## src/rtl/bp_bht_pkg.sv

```systemverilog
// Shared types and helpers for the BHT update controller and its tracking FIFO.
// An entry pairs a branch PC with the direction that was predicted for it.
package bp_bht_pkg;

  localparam int unsigned BHT_PC_W = 32;

  typedef struct packed {
    logic [BHT_PC_W-1:0] pc;
    logic                pred;
  } bht_entry_t;

  // Holds at all-ones for a w-bit counter instead of wrapping (w <= 64).
  function automatic logic [63:0] sat_inc(input logic [63:0] v, input int unsigned w);
    logic [63:0] max_v;
    max_v = (64'd1 << w) - 64'd1;
    if (v >= max_v) begin
      sat_inc = max_v;
    end else begin
      sat_inc = v + 64'd1;
    end
  endfunction

endpackage

```

## src/rtl/bp_fifo_sync.sv

```systemverilog
// Synchronous FIFO with occupancy count and simultaneous push/pop, also allowed when full.
// The head word is presented combinationally; clr_i empties the FIFO at the next edge.
module bp_fifo_sync #(
  parameter int unsigned W     = 33,
  parameter int unsigned DEPTH = 8
) (
  input  logic                       clk_i,
  input  logic                       reset_i,
  input  logic                       clr_i,
  input  logic                       push_i,
  input  logic [W-1:0]               data_i,
  input  logic                       pop_i,
  output logic [W-1:0]               data_o,
  output logic [$clog2(DEPTH):0]     count_o
);

  localparam int unsigned AW = $clog2(DEPTH);

  logic [W-1:0]  r_mem [DEPTH];
  logic [AW-1:0] r_wr_ptr;
  logic [AW-1:0] r_rd_ptr;
  logic [AW:0]   r_count;
  logic          w_full;
  logic          w_empty;
  logic          w_push;
  logic          w_pop;

  assign w_full  = (r_count == (AW+1)'(DEPTH));
  assign w_empty = (r_count == (AW+1)'(0));
  assign w_pop   = pop_i & ~w_empty;
  assign w_push  = push_i & (~w_full | w_pop);
  assign data_o  = r_mem[r_rd_ptr];
  assign count_o = r_count;

  // Storage array; the head is read before a same-edge write can overwrite it when full.
  always_ff @(posedge clk_i) begin
    if (w_push & ~clr_i) begin
      r_mem[r_wr_ptr] <= data_i;
    end
  end

  // Pointer and occupancy bookkeeping; pointers wrap naturally at DEPTH.
  always_ff @(posedge clk_i or posedge reset_i) begin
    if (reset_i) begin
      r_wr_ptr <= AW'(0);
      r_rd_ptr <= AW'(0);
      r_count  <= (AW+1)'(0);
    end else if (clr_i) begin
      r_wr_ptr <= AW'(0);
      r_rd_ptr <= AW'(0);
      r_count  <= (AW+1)'(0);
    end else begin
      if (w_push) begin
        r_wr_ptr <= r_wr_ptr + AW'(1);
      end
      if (w_pop) begin
        r_rd_ptr <= r_rd_ptr + AW'(1);
      end
      case ({w_push, w_pop})
        2'b10:   r_count <= r_count + (AW+1)'(1);
        2'b01:   r_count <= r_count - (AW+1)'(1);
        default: r_count <= r_count;
      endcase
    end
  end

endmodule

```

## src/rtl/bp_bht_update_ctrl.sv

```systemverilog
// Issues BHT prediction reads, tracks (PC, prediction) pairs in order, and turns
// in-order backend resolutions into registered BHT training writes plus statistics.
module bp_bht_update_ctrl
  import bp_bht_pkg::*;
#(
  parameter int unsigned PC_W  = BHT_PC_W,
  parameter int unsigned DEPTH = 8,
  parameter int unsigned CNT_W = 32
) (
  input  logic             clk_i,
  input  logic             reset_i,
  input  logic             fe_pred_v_i,
  input  logic [PC_W-1:0]  fe_pred_pc_i,
  output logic             fe_pred_ready_o,
  output logic             pred_v_o,
  output logic [PC_W-1:0]  pred_pc_o,
  output logic             pred_taken_o,
  input  logic             res_v_i,
  input  logic             res_taken_i,
  input  logic             flush_i,
  output logic             bht_r_o,
  output logic [PC_W-1:0]  bht_r_pc_o,
  input  logic             bht_predict_i,
  output logic             bht_w_o,
  output logic [PC_W-1:0]  bht_w_pc_o,
  output logic             correct_o,
  output logic             underflow_o,
  output logic [CNT_W-1:0] resolved_cnt_o,
  output logic [CNT_W-1:0] mispred_cnt_o
);

  localparam int unsigned AW = $clog2(DEPTH);
  localparam int unsigned EW = PC_W + 1;
  localparam logic [AW+1:0] DEPTH_OCC = (AW+2)'(DEPTH);

  logic             r_s1_v;
  logic [PC_W-1:0]  r_s1_pc;
  logic             r_bht_w;
  logic [PC_W-1:0]  r_bht_w_pc;
  logic             r_correct;
  logic             r_underflow;
  logic [CNT_W-1:0] r_resolved_cnt;
  logic [CNT_W-1:0] r_mispred_cnt;

  logic [AW:0]      w_count;
  logic [AW+1:0]    w_occ;
  logic [EW-1:0]    w_head;
  logic [EW-1:0]    w_push_data;
  logic             w_ready;
  logic             w_accept;
  logic             w_push;
  logic             w_pop;
  logic             w_empty;
  logic             w_correct;

  // Stage 1 counts toward occupancy because its entry lands in the FIFO next edge.
  assign w_occ       = {1'b0, w_count} + {{(AW+1){1'b0}}, r_s1_v};
  assign w_ready     = ~reset_i & ~flush_i & (w_occ < DEPTH_OCC);
  assign w_accept    = fe_pred_v_i & w_ready;
  assign w_empty     = (w_count == (AW+1)'(0));
  assign w_pop       = res_v_i & ~flush_i & ~w_empty;
  assign w_push      = r_s1_v & ~flush_i;
  assign w_push_data = {r_s1_pc, bht_predict_i};
  assign w_correct   = (w_head[0] == res_taken_i);

  assign fe_pred_ready_o = w_ready;
  assign bht_r_o         = w_accept;
  assign bht_r_pc_o      = w_accept ? fe_pred_pc_i : {PC_W{1'b0}};
  assign pred_v_o        = r_s1_v;
  assign pred_pc_o       = r_s1_v ? r_s1_pc : {PC_W{1'b0}};
  assign pred_taken_o    = r_s1_v & bht_predict_i;
  assign bht_w_o         = r_bht_w;
  assign bht_w_pc_o      = r_bht_w_pc;
  assign correct_o       = r_correct;
  assign underflow_o     = r_underflow;
  assign resolved_cnt_o  = r_resolved_cnt;
  assign mispred_cnt_o   = r_mispred_cnt;

  bp_fifo_sync #(
    .W     (EW),
    .DEPTH (DEPTH)
  ) u_track_fifo (
    .clk_i   (clk_i),
    .reset_i (reset_i),
    .clr_i   (flush_i),
    .push_i  (w_push),
    .data_i  (w_push_data),
    .pop_i   (w_pop),
    .data_o  (w_head),
    .count_o (w_count)
  );

  // Stage 1 holds the PC whose BHT read is in flight.
  always_ff @(posedge clk_i or posedge reset_i) begin
    if (reset_i) begin
      r_s1_v  <= 1'b0;
      r_s1_pc <= {PC_W{1'b0}};
    end else if (flush_i) begin
      r_s1_v  <= 1'b0;
      r_s1_pc <= r_s1_pc;
    end else begin
      r_s1_v <= w_accept;
      if (w_accept) begin
        r_s1_pc <= fe_pred_pc_i;
      end
    end
  end

  // Training write, statistics and sticky underflow, all registered off the resolve cycle.
  always_ff @(posedge clk_i or posedge reset_i) begin
    if (reset_i) begin
      r_bht_w        <= 1'b0;
      r_bht_w_pc     <= {PC_W{1'b0}};
      r_correct      <= 1'b0;
      r_underflow    <= 1'b0;
      r_resolved_cnt <= {CNT_W{1'b0}};
      r_mispred_cnt  <= {CNT_W{1'b0}};
    end else begin
      r_bht_w <= w_pop;
      if (w_pop) begin
        r_bht_w_pc     <= w_head[EW-1:1];
        r_correct      <= w_correct;
        r_resolved_cnt <= CNT_W'(sat_inc(64'(r_resolved_cnt), CNT_W));
        if (!w_correct) begin
          r_mispred_cnt <= CNT_W'(sat_inc(64'(r_mispred_cnt), CNT_W));
        end
      end else begin
        r_correct <= 1'b0;
      end
      if (res_v_i & ~flush_i & w_empty) begin
        r_underflow <= 1'b1;
      end
    end
  end

endmodule

```

## config.mk

```make
export PLATFORM = sky130hd
export DESIGN_NAME = bp_bht_update_ctrl
export DESIGN_NICKNAME = d
export VERILOG_FILES = /design/src/rtl/bp_bht_pkg.sv /design/src/rtl/bp_fifo_sync.sv /design/src/rtl/bp_bht_update_ctrl.sv
export SDC_FILE = /design/constraint.sdc
export NUM_CORES = 1
export LEC_CHECK = 0
export BUFFER_PORTS_ARGS = -buffer_cell sky130_fd_sc_hd__buf_2
export CORE_MARGIN = 5
export CORE_UTILIZATION = 35
export CTS_CLUSTER_SIZE = 40
export DETAILED_ROUTE_END_ITERATION = 8
export SLEW_MARGIN = 20
export SYNTH_ARGS = -nofsm -noshare
export SYNTH_HDL_FRONTEND = slang
export SYNTH_SLANG_ARGS = --single-unit
```

## constraint.sdc

```tcl
create_clock -name clk_i -period 11 [get_ports clk_i]
set_input_delay 1.1 -clock clk_i [delete_from_list [all_inputs] [get_ports clk_i]]
set_output_delay 1.1 -clock clk_i [all_outputs]
set_load 0.1 [all_outputs]
```

==> run summary <==
Core Region: 47400 µm²
Worst vdd ir: 0.127 mV
Worst path slowest cell: dfrtp_2
DRT iter0 DRCs: 733
Critical path fanouts, max: 45
Setup tns final: 0 ns
Post-synthesis simple-gate area fraction: 9.60%
# port buffers: 205
Post-CTS Repair Setup Buffers: 0
Worst Setup SP: pred_v_o$_DFF_PP0_
Final Core Density: 42.3%
Pwr/cell area: 222 nW/µm²
YS warnings: 0
N_diodes: 0
Final #Nets: 1327
EDFF count, synth: 264
Async set-reset flop share out of synthesis: 35.0%
Outcome: finished, final reports clean
RSZ-0062 raised after global routing: no
Final worst slack: 6.98 ns
Post-cts repair resize count: 0
I/O pins: 206
Layout cells sized above 1: 31.9%
Top-count cell post-synth: edfxtp_1
Largest net degree at the start of global routing: 101
Deepest clock path buffer count: 3
Antenna-violating nets left: 0
Routability congestion estimate: 0.823
Die area: 52100 µm²
# DRC: 0
Clock sinks: 406
Clock slew seen by the registers of the worst setup and hold paths: 0.06 ns
Clock Root Buffer: clkbuf_16
Crit path kind: flip-flop to primary output
LEAKAGE: 7.90 nW
Top_reg_cell synth: edfxtp_1
Final min period: 4.02 ns
Reg2reg path depth: 5
Fill cells: 4322
Critical Path Max Stage Delay: 0.73 ns
Fin crit share: 36.6%
Setup Slack @ Placement: 6.82 ns
First-pass GRT wire length: 58700 µm
Worst slew pin tran: 1.12 ns
Skew-Pair Late Insertion Delay: 0.57 ns
CP bufs+invs: 2
Final hold vios: 0
Number of CTS-inserted buffers: 45
Number of buffers inserted by hold repair at cts: 0
Site Rows: 80
Total chip power: 0.00445 W
Sequential cell area fraction in the yosys report: 68.8%
Setup crit end kind: primary output
Critical Path Sink: bht_r_pc_o[0]
Worst clock skew: 0.0198 ns
Slew Limit Headroom: 24.8%
Seq. cell area: 11500 µm²
CTS tree: yes
CP arrival: 2.92 ns
Synth cell count leaders: 264 x edfxtp_1, 142 x dfrtp_1, 99 x nand2_1
Synth Register Bits: 406
Floorplan die height: 228 µm
Synth Instances: 1070
Worst path depth: 5
Max Fclk: 249 MHz
Reg2reg end: u_track_fifo.r_mem[0][26]$_DFFE_PP_
Worst min path class: flip-flop to flip-flop
Synth Area in XOR/XNOR: 1.73%
Adder-cell share of the synthesized area: 0.570%
Max-slew violations: 0
Largest family of logic cells by synthesized area: multiplexers
Delay-heaviest family, CP: buffers and inverters
Mux cell area share after synthesis: 14.2%
Antenna violations before repair: 1
Crit path cell chain: and4_1 > nor4_2 > buf_4 > and3_1 > buf_2
Synthesized cell area: 16700 µm²
Chip Width: 228 µm
Netlist cell types: 43
Synth Area per Inst: 15.6 µm²
Vias in the first global route: 9660
DP HPWL: 22500 µm
Setup crit start kind: flip-flop
FF-to-FF Start: pred_v_o$_DFF_PP0_
Overall routing resource usage: 14.3%
Final setup fails: 0
Synth Area in Compound Gates: 3.25%
Top cell type's share of synthesized area: 47.5%
Area contributors post-synth: edfxtp_1 48%, dfrtp_1 21%, mux4_2 8.8%, mux2_2 3.0%, nand2_1 2.2%
Synth area leader: edfxtp_1
Final hold slack: 0.473 ns
Flop2flop setup slack: 7.37 ns
DR vias: 9699
Area growth syn-to-layout: 20.5%
Pre-Repair DR Iteration Count: 5
DRT Wirelength: 37800 µm
GRT overflow: 0
Via density per instance: 5.02
H-Tree Level Count: 2
Multi-input logic area: 4960 µm²
Initial Util: 35.2%
Per-cell routed wire length: 19.6 µm
Worst Path Required: 9.90 ns
Max-Cap Viols: 0
Synthesized Nets: 1116
==> placed cells by master, fill, tap and decap left out, types with 3 or more instances in the layout <==
| master | instances |
|---|---|
| nor4_1 | 4 |
| clkbuf_1 | 9 |
| clkinv_1 | 5 |
| ha_1 | 6 |
| mux2_1 | 4 |
| nand4_1 | 19 |
| inv_1 | 13 |
| a31oi_1 | 13 |
| nor2b_1 | 4 |
| o21ai_0 | 43 |
| dfrtp_1 | 138 |
| buf_4 | 13 |
| mux2_2 | 44 |
| mux4_2 | 65 |
| nand2_1 | 99 |
| xor2_1 | 16 |
| nand3_1 | 26 |
| bufinv_16 | 12 |
| and3_1 | 42 |
| clkinv_2 | 6 |
| edfxtp_1 | 264 |
| a21o_1 | 4 |
| a41oi_1 | 4 |
| and4_1 | 8 |
| nand2b_1 | 3 |
| buf_2 | 205 |
| nor4_2 | 3 |
| clkbuf_16 | 45 |
| nor3_1 | 17 |
| xnor2_1 | 17 |
| nor2_1 | 33 |
| and2_1 | 38 |
| mux2i_1 | 33 |
| a21oi_1 | 26 |
| nor2_4 | 6 |
==> tightest hold or removal path: cells and delay by family, from the launching register on <==
family | cells | cell delay (ns)
simple gates | 1 | 0.04
flops | 1 | 0.34
compound gates | 1 | 0.06
==> flip-flops by register name, summed over array words and instances (netlist names) <==
name                   cells
u_track_fifo.count_o       4
bht_w_pc_o                32
u_track_fifo.r_rd_ptr      3
r_s1_pc                   32
underflow_o                1
pred_v_o                   1
u_track_fifo.r_mem       264
u_track_fifo.r_wr_ptr      3
correct_o                  1
bht_w_o                    1
resolved_cnt_o            32
mispred_cnt_o             32
==> area by class of cell <==
cell class | count | share of cell area (%)
flip-flops and latches | 406 | 57.2
multi-input cells | 594 | 24.7
clock buffers | 55 | 5.84
repair buffers | 219 | 5.73
well taps | 615 | 3.83
clock inverters | 28 | 2.39
inverters | 15 | 0.305
==> metal layers <==
layer / vias up / GRT usage [%] / wire [µm]
met5: - / 0 / 0
met4: 0 / 3.65 / 641
met3: 43 / 3.17 / 2170
met2: 245 / 22.6 / 17600
met1: 4919 / 20.2 / 17300
li1: 4492 / - / -
==> how the worst min path moves through the flow <==
stage | depth (start not counted) | startpoint | to
final | 2 | bht_w_pc_o[1]$_DFFE_PP0P_ | bht_w_pc_o[1]$_DFFE_PP0P_
after detailed placement | 2 | bht_w_pc_o[29]$_DFFE_PP0P_ | bht_w_pc_o[29]$_DFFE_PP0P_
after global routing | 2 | bht_w_pc_o[15]$_DFFE_PP0P_ | bht_w_pc_o[15]$_DFFE_PP0P_
after floorplan | 0 | r_s1_pc[21]$_DFFE_PP0P_ | u_track_fifo.r_mem[0][22]$_DFFE_PP_
after CTS | 2 | bht_w_pc_o[1]$_DFFE_PP0P_ | bht_w_pc_o[1]$_DFFE_PP0P_
after global placement | 2 | bht_w_pc_o[15]$_DFFE_PP0P_ | bht_w_pc_o[15]$_DFFE_PP0P_
==> per-stage QoR <==
step	instances	cell area [µm²]
after floorplan	1070	16700
after global placement	1848	18400
after detailed placement	1849	18400
after CTS	1932	20100
after global routing	1932	20100
final	1932	20100
==> logic make-up (layout without fill, tap and decap cells) <==
kind of cell,after synthesis,count (layout)
compound gates,96,96
xor+xnor,33,33
fa+ha+maj,7,7
buf+inv,70,317
flops,406,406
mux,148,148
simple gates,310,310
==> where the power goes <==
part | switching [W] | internal, W
clock | 0.000611 | 0.00105
sequential | 0.000126 | 0.00178
combinational | 0.000749 | 0.000139
Power figures use the tool's default switching activity.
